<file path="src/rtl/word_framer.sv">
// Splits a raw ASCII byte stream into uppercase words separated by a single 0,
// dropping any word longer than MAX_LEN letters in its entirety.
module word_framer #(
  parameter int MAX_LEN = 15
) (
  input  logic       clock,
  input  logic       reset,
  input  logic [7:0] in_data,
  input  logic       in_valid,
  output logic       in_ready,
  output logic [7:0] words,
  output logic [7:0] word_count,
  output logic [7:0] drop_count
);

  typedef enum logic [1:0] {FILL, DRAIN, TERM, DISCARD} state_t;

  localparam int         IDX_W     = (MAX_LEN > 1) ? $clog2(MAX_LEN) : 1;
  localparam logic [7:0] MAX_LEN_B = 8'(MAX_LEN);

  state_t     state_q, state_d;
  logic [7:0] len_q, len_d;
  logic [7:0] rd_q, rd_d;
  logic [7:0] words_q, words_d;
  logic [7:0] word_count_q, word_count_d;
  logic [7:0] drop_count_q, drop_count_d;
  logic [7:0] buf_q [MAX_LEN];

  logic       buf_wr;
  logic       is_upper, is_lower, is_letter;
  logic [7:0] upper_char;
  logic       accept;

  assign in_ready   = (state_q == FILL) || (state_q == DISCARD);
  assign accept     = in_valid && in_ready;
  assign words      = words_q;
  assign word_count = word_count_q;
  assign drop_count = drop_count_q;

  always_comb begin
    is_upper   = (in_data >= 8'h41) && (in_data <= 8'h5A);
    is_lower   = (in_data >= 8'h61) && (in_data <= 8'h7A);
    is_letter  = is_upper || is_lower;
    upper_char = is_lower ? (in_data - 8'h20) : in_data;
  end

  always_comb begin
    // NOTE: every output gets a default first, so no branch can leave one unassigned and infer a latch.
    state_d      = state_q;
    len_d        = len_q;
    rd_d         = rd_q;
    words_d      = 8'd0;
    word_count_d = word_count_q;
    drop_count_d = drop_count_q;
    buf_wr       = 1'b0;

    case (state_q)
      FILL: begin
        if (accept) begin
          if (is_letter) begin
            if (len_q < MAX_LEN_B) begin
              buf_wr = 1'b1;
              len_d  = len_q + 8'd1;
            end else begin
              // One letter too many: the whole word is abandoned, never partially emitted.
              len_d   = 8'd0;
              state_d = DISCARD;
              if (drop_count_q != 8'hFF) drop_count_d = drop_count_q + 8'd1;
            end
          end else if (len_q != 8'd0) begin
            rd_d    = 8'd0;
            state_d = DRAIN;
          end
        end
      end
      DRAIN: begin
        words_d = buf_q[rd_q[IDX_W-1:0]];
        rd_d    = rd_q + 8'd1;
        if (rd_q == len_q - 8'd1) state_d = TERM;
      end
      TERM: begin
        len_d        = 8'd0;
        word_count_d = word_count_q + 8'd1;
        state_d      = FILL;
      end
      DISCARD: begin
        if (accept && !is_letter) state_d = FILL;
      end
      default: state_d = FILL;
    endcase
  end

  always_ff @(posedge clock) begin
    // NOTE: non-blocking assignments so every flop samples pre-edge values regardless of statement order.
    if (reset) begin
      state_q      <= FILL;
      len_q        <= 8'd0;
      rd_q         <= 8'd0;
      words_q      <= 8'd0;
      word_count_q <= 8'd0;
      drop_count_q <= 8'd0;
    end else begin
      state_q      <= state_d;
      len_q        <= len_d;
      rd_q         <= rd_d;
      words_q      <= words_d;
      word_count_q <= word_count_d;
      drop_count_q <= drop_count_d;
    end
  end

  // NOTE: the word buffer has no reset; len_q gates every read, so stale contents are never visible.
  always_ff @(posedge clock) begin
    if (buf_wr) buf_q[len_q[IDX_W-1:0]] <= upper_char;
  end

endmodule

</file>
<file path="config.mk">
export PLATFORM = sky130hd
export DESIGN_NAME = word_framer
export DESIGN_NICKNAME = d
export VERILOG_FILES = /design/src/rtl/word_framer.sv
export SDC_FILE = /design/constraint.sdc
export NUM_CORES = 1
export LEC_CHECK = 0
export ABC_AREA = 1
export CORE_MARGIN = 3
export CORE_UTILIZATION = 41
export DETAILED_ROUTE_END_ITERATION = 12
export PLACE_DENSITY_LB_ADDON = 0.08
export SLEW_MARGIN = 5
export SYNTH_ARGS = -nofsm -noshare
export SYNTH_HDL_FRONTEND = slang
export SYNTH_SLANG_ARGS = --single-unit
</file>
<file path="constraint.sdc">
create_clock -name clock -period 2.11 [get_ports clock]
set_input_delay 0.422 -clock clock [delete_from_list [all_inputs] [get_ports clock]]
set_output_delay 0.422 -clock clock [all_outputs]
set_load 0.1 [all_outputs]
</file>
==> run metrics, run 1 <==
outcome finished clean; Worst-Margin Slew between 0.4 and 0.5 ns; Worst path depth 10; GPL Wtd Cong around 0.84; cells along the critical path ha_1, nand2_1, inv_2, a21oi_2, nand3_2, nor2_4, buf_4, inv_2, nor3_4, buf_12; Pwr Density between 1000 and 1500 mW/mm²; worst flop-to-flop path startpoint len_q[0]; Worst R2R Path Depth 10; Die Span Y approximately 140 µm; Detailed Route WL around 18000 µm; via count around 5400; clk sink count roughly 160; Power Internal just over 6 mW; fin. max-slew vios 0; clock transition at the registers of the reported paths approximately 0.06 ns; Layout Nets between 800 and 900; Comb power frac 28.3%; crit end category register; H-tree Lvls 4; Core Region around 0.017 mm²; antenna viol nets, final 0; Clock power frac between 30% and 40%; worst reg-to-reg setup slack 0.11 ns; number of synthesized flops with an enable pin 120; drt pass-1 iters 4; Rel. slew slack between 70 and 80%; CP most frequent cell inv_2; DIE AREA approximately 0.019 mm²; Starting Density a little over two fifths; syn_nets 734; Buffers on Ports 35; Final HPWL DP roughly 13000 µm; Hold Crit Start in_data[1]; slowest library cell on the worst path dfxtp_2; number of diodes 0; Iter 0 DRT Violations 404; setup ws final between 0.1 and 0.15 ns; critical path launch point type register; dominant cells by area after synthesis edfxtp_1, dfxtp_1, nor2_1, nand2_1, o21ai_0; cts bufs inserted 17; Crit Path Max Fanout 8; Critical Setup Path Class register to register; CP required 2.25 ns; Net Sw Power 3.08 mW; Tot Pwr 9.29 mW; Buf/Inv on CP 4; most frequent cell after synthesis nor2_1; TNS Setup 0 ns; fin cells 1040; GRT Total Usage between 10% and 20%; Seq cells post-synth approximately 160; crit-path leading delay family simple AND/OR/NAND/NOR gates; Post-synth top cells nor2_1, edfxtp_1, nand2_1; fin util 53.3%; Avg Cell Area, Syn 10.1 µm²; gr ovfl total 0; Flop pwr share roughly 39%; Synth Warn # 0; number of top-level pins 36; row cnt 47; clk_lat worst skew ~0.42 ns; maximum vdd drop about 0.82 mV; initial antenna violation count 0; Main synth FF type edfxtp_1; crit path DAT around 2.1 ns; max-cap violation count 0; reg-to-reg endpoint buf_q[3][7]; Mapped Cells 708; Design Area, Final roughly 0.009 mm²; CTS tree done; DR DRC count 0; final setup fails 0; endpoint of the worst hold path buf_q[6][1]; hold path cells 2; Worst Skew between 0.01 and 0.015 ns; share of cells above drive strength 1 24.6%; vias in the first global route approximately 5200; Clock Tree Buf Depth 2; pre-CTS setup slack -0.558 ns; HP Class input port to register; Final Hold Viols 0; crit share post-route 94.9%; Max Fclk ~500 MHz; max incr delay on CP 0.32 ns; Netlist cell types 45; DP Area ~0.0083 mm²; first-pass GRT wire length about 29000 µm; Tmin final roughly 2.0 ns; chip width approximately 140 µm; largest net degree at the start of global routing 59; Switching Fraction 33.2%; Seq/Total Area, Yosys around 62%; DR WL/cell roughly 18 µm; Leakage Power ~3.5 nW; DR vias/cell between 5 and 6; largest area contributor in the netlist edfxtp_1; Post-Synthesis Cell Area between 0.007 and 0.008 mm²; Synth top area share between 50% and 60%; Synth async-reset ratio 0%; Hold Slack 0.409 ns; placed cells just over 1000; clock tree root driver cell clkbuf_16; Area growth, synth to finish 25.3%
==> sequential cells by signal, summed over array words and instances (netlist names) <==
name,flops
drop_count,8
len_q,8
word_count,8
buf_q,120
state_q,2
words,8
rd_q,8
==> cell type report <==
type	instances	area [µm²]
clock buffer	20	437
clock inverter	12	146
fill	1508	7890
inverter	60	233
multi-input combinational	462	2530
sequential	162	4460
tap	220	275
timing repair buffer	104	906
==> kinds of logic after synthesis <==
group	Yosys count	share of synthesized area, %
AO/OA/AOI/OAI	129	10.4
adder cells (fa/ha/maj)	15	2.62
flip-flops	162	62.0
XOR/XNOR	13	1.78
AND/OR/NAND/NOR	305	18.7
buffers and inverters	84	4.62
==> power groups by stage <==
stage          combinational (mW)  sequential [mW]  clock [mW]
3_3_place_gp                 2.52             3.65           0
3_5_place_dp                 2.53             3.65           0
4_1_cts                      2.55             3.59        3.12
6_report                     2.63             3.59        3.07
2_1_floorplan                1.45             3.85           0
5_1_grt                      2.87             3.60        3.27
==> worst reg2reg max path, delay by kind of cell (launching register included) <==
family / cells / cell delay, ns
simple gates: 4 / 0.62
buf+inv: 4 / 0.38
flops: 1 / 0.32
compound gates: 1 / 0.18
fa+ha+maj: 1 / 0.20
==> cell usage in the layout, fill, tap and decap left out, drive strengths merged, types with 25 or more instances in the layout <==
cell type,instances
nor2,126
nand2,121
edfxtp,120
buf,94
inv,63
o21ai,61
dfxtp,42
a21oi,29
nand3,25
==> worst max-delay path by stage <==
stage | startpoint | endpoint | slack (ns)
2_1_floorplan | state_q[0] | len_q[3] | 0.006
3_3_place_gp | in_data[3] | buf_q[2][7] | -0.54
3_5_place_dp | in_data[3] | buf_q[2][2] | -0.56
4_1_cts | in_data[1] | buf_q[3][7] | 0.004
5_1_grt | len_q[0] | state_q[0] | -0.02
6_report | len_q[0] | buf_q[3][7] | 0.11
==> routing by layer <==
metal | vias to the layer above | part of all wire, % | global-route usage [%]
met4 | 0 | 1.7 | 6.86
met1 | 2574 | 47 | 27.6
met3 | 24 | 4.7 | 4.04
li1 | 2639 | - | -
met5 | - | 0 | 0
met2 | 147 | 47 | 30.0
==> what timing repair did <==
| item | CTS | global route |
|---|---|---|
| hold buffers | 0 | 0 |
| setup buffers | 0 | 1 |
| setup endpoints to repair | 120 | 123 |
| pin swaps | 0 | 10 |
| gates resized for setup | 7 | 20 |
Power figures use the tool's default switching activity.
==> inputs of run 2 (changes only) <==
--- a/config.mk
+++ b/config.mk
@@ -10,6 +10,7 @@
 export CORE_UTILIZATION = 41
 export DETAILED_ROUTE_END_ITERATION = 12
 export PLACE_DENSITY_LB_ADDON = 0.08
+export SETUP_SLACK_MARGIN = 0.2
 export SLEW_MARGIN = 5
 export SYNTH_ARGS = -nofsm -noshare
 export SYNTH_HDL_FRONTEND = slang
==> run 2 against run 1 <==
First-iteration DRC count rose by 35%. Total power rose by 0.97%. Register-to-register slack improved by 0.06 ns. Fmax rose by 3.0%. Worst hold slack improved by 0.023 ns. Sequential power barely moved. Cell count barely moved. Highest routed layer unchanged. Clock skew fell by 0.0052 ns. Setup slack improved by 0.058 ns. Largest power group unchanged. Die area did not move. Critical path depth fell by 2.
==> run metrics, run 2 (synthesis gave the netlist of run 1 again) <==
number of diodes 0 (unchanged); Critical Setup Path Class register to register; Power Internal 6.14 mW (-1.2%); share of cells above drive strength 1 27.4% (+2.8 points); Tmin final 1.94 ns (-0.0580 ns); via count 5478 (+1.7%); crit share post-route 92.1% (-2.7 points); row cnt 47 (unchanged); GRT Total Usage 20.3% (+0.81 points); CP required 2.23 ns (-0.02 ns); Buf/Inv on CP 1 (-3); first-pass GRT wire length 29500 µm (+2.7%); initial antenna violation count 0 (unchanged); Clock Tree Buf Depth 2 (unchanged); Final HPWL DP 13800 µm (+6.7%); clock tree root driver cell clkbuf_16; vias in the first global route 5259 (+0.92%); clock transition at the registers of the reported paths 0.07 ns (about the same); Flop pwr share 38.4% (-0.2 points); pre-CTS setup slack -0.552 ns (+0.00611 ns); HP Class input port to register; fin cells 1041 (+0.096%); Tot Pwr 9.38 mW (+0.97%); Iter 0 DRT Violations 545 (+35%); Die Span Y 138 µm (unchanged); Hold Slack 0.433 ns (+0.0235 ns); max reg flops 120 (unchanged); number of top-level pins 36 (unchanged); DR WL/cell 18.6 µm (+5.0%); Core Region 0.0169 mm² (unchanged); DR vias/cell 5.26 (+1.6%); max-cap violation count 0 (unchanged); chip width 138 µm (unchanged); clk sink count 162 (unchanged); Worst-Margin Slew 0.499 ns (+0.0963 ns); critical path launch point type register; CTS tree done; Comb power frac 29.0% (+0.7 points); DIE AREA 0.0191 mm² (unchanged); TNS Setup 0 ns (unchanged); placed cells 1001 (-0.60%); final setup fails 0 (unchanged); slowest library cell on the worst path dfxtp_4; Detailed Route WL 19300 µm (+5.1%); cts bufs inserted 17 (unchanged); Pwr Density 1020 mW/mm² (-0.88%); most common cell after layout, fill and taps aside edfxtp_1; crit end category register; Switching Fraction 34.6% (+1.5 points); clk_lat worst skew 0.44 ns (+0.02 ns); Leakage Power 3.55 nW (+0.67%); Final Hold Viols 0 (unchanged); most frequent cells in the layout edfxtp_1, nand2_1, nor2_1, buf_4, o21ai_0; drt pass-1 iters 5 (+1); DR DRC count 0 (unchanged); Max Fclk 515 MHz (+3.0%); antenna viol nets, final 0 (unchanged); Area growth, synth to finish 27.7%; H-tree Lvls 4 (unchanged); hold bufs inserted after CTS 0 (unchanged); Clock power frac 32.6% (-0.4 points); fin. max-slew vios 0 (unchanged); setup ws final 0.167 ns (+0.0580 ns); GPL Wtd Cong 0.929 (+11%); gr ovfl total 0 (unchanged); largest net degree at the start of global routing 38 (-36%); Layout Nets 834 (+0.12%); outcome finished clean; fillers 1458 (-3.3%); maximum vdd drop 0.685 mV (-16%); crit-path leading delay family simple AND/OR/NAND/NOR gates; Buffers on Ports 35 (unchanged); max incr delay on CP 0.36 ns (+0.04 ns); Rel. slew slack 66.6% (-6.4 points); cells along the critical path ha_4, nand2_4, inv_4, a21oi_4, nand3_2, nor2_4, nand2_4, nor2_4; Starting Density 42.5% (unchanged); Worst Skew 0.00659 ns (-0.00517 ns); RSZ-0062 raised after global routing yes; Net Sw Power 3.25 mW (+5.4%); crit path DAT 2.06 ns (-0.08 ns); Crit Path Max Fanout 8 (unchanged)
==> run 2: cell types whose count changed in the layout (fill, tap and decap cells not counted), moves of 3 or more <==
cell / previous run / this run
buf_4: 86 / 81
inv_2: 14 / 11
nor2_2: 17 / 8
inv_4: 0 / 5
dlymetal6s2s_1: 5 / 0
nand2_4: 3 / 7
dfxtp_2: 9 / 12
nor2_1: 106 / 103
nor2_4: 3 / 15
buf_6: 1 / 8
dfxtp_1: 33 / 28
==> run 2: cell type report <==
class                   instances  area, µm²  area share [%]
well taps                     220        275            3.01
clock buffers                  18        429            4.69
repair buffers                105        908            9.92
inverters                      60        241            2.64
clock inverters                14        161            1.76
multi-input cells             462       2670            29.2
flip-flops and latches        162       4470            48.8
==> run 2: worst paths after layout <==
check                     start            end  slack, ns  cells after the start
setup / recovery       len_q[1]    buf_q[8][0]       0.17                      8
hold / removal       in_data[2]    buf_q[6][2]       0.43                      2
setup reg to reg       len_q[1]    buf_q[8][0]       0.17                      8
hold reg to reg   word_count[7]  word_count[7]       0.48                      2
==> run 2: what timing repair did <==
| action | 4_1_cts | 5_1_grt |
|---|---|---|
| setup buffers | 3 | 5 |
| resized for setup | 37 | 32 |
| pin swaps | 15 | 18 |
| endpoints found under the setup margin | 165 | 133 |
==> run 2: power groups by stage <==
stage	combinational, mW	sequential, mW	clock, mW
after floorplan	1.48	3.85	0
after global placement	2.50	3.65	0
after detailed placement	2.51	3.65	0
after CTS	2.61	3.59	3.09
after global routing	2.96	3.62	3.23
final	2.72	3.61	3.06
==> run 2: metal layers <==
| metal | vias up | wire length, µm | GRT usage (%) |
|---|---|---|---|
| li1 | 2631 | - | - |
| met1 | 2622 | 8700 | 28.6 |
| met2 | 189 | 9040 | 31.8 |
| met3 | 36 | 1220 | 3.90 |
| met4 | 0 | 370 | 6.81 |
| met5 | - | 0 | 0 |
==> run 2: stage by stage <==
step	util, %	area (µm²)
2_1_floorplan	-	7310
3_3_place_gp	49.2	8310
3_5_place_dp	49.2	8310
4_1_cts	53.4	9010
5_1_grt	54.2	9160
6_report	54.2	9160
==> inputs of run 3 (changes only) <==
--- a/config.mk
+++ b/config.mk
@@ -6,9 +6,11 @@
 export NUM_CORES = 1
 export LEC_CHECK = 0
 export ABC_AREA = 1
+export CAP_MARGIN = 20
 export CORE_MARGIN = 3
 export CORE_UTILIZATION = 41
 export DETAILED_ROUTE_END_ITERATION = 12
+export HOLD_SLACK_MARGIN = 0.03
 export PLACE_DENSITY_LB_ADDON = 0.08
 export SETUP_SLACK_MARGIN = 0.2
 export SLEW_MARGIN = 5
==> results of run 3 <==
The final DEF is identical to that of run 2; final timing and power are the same.
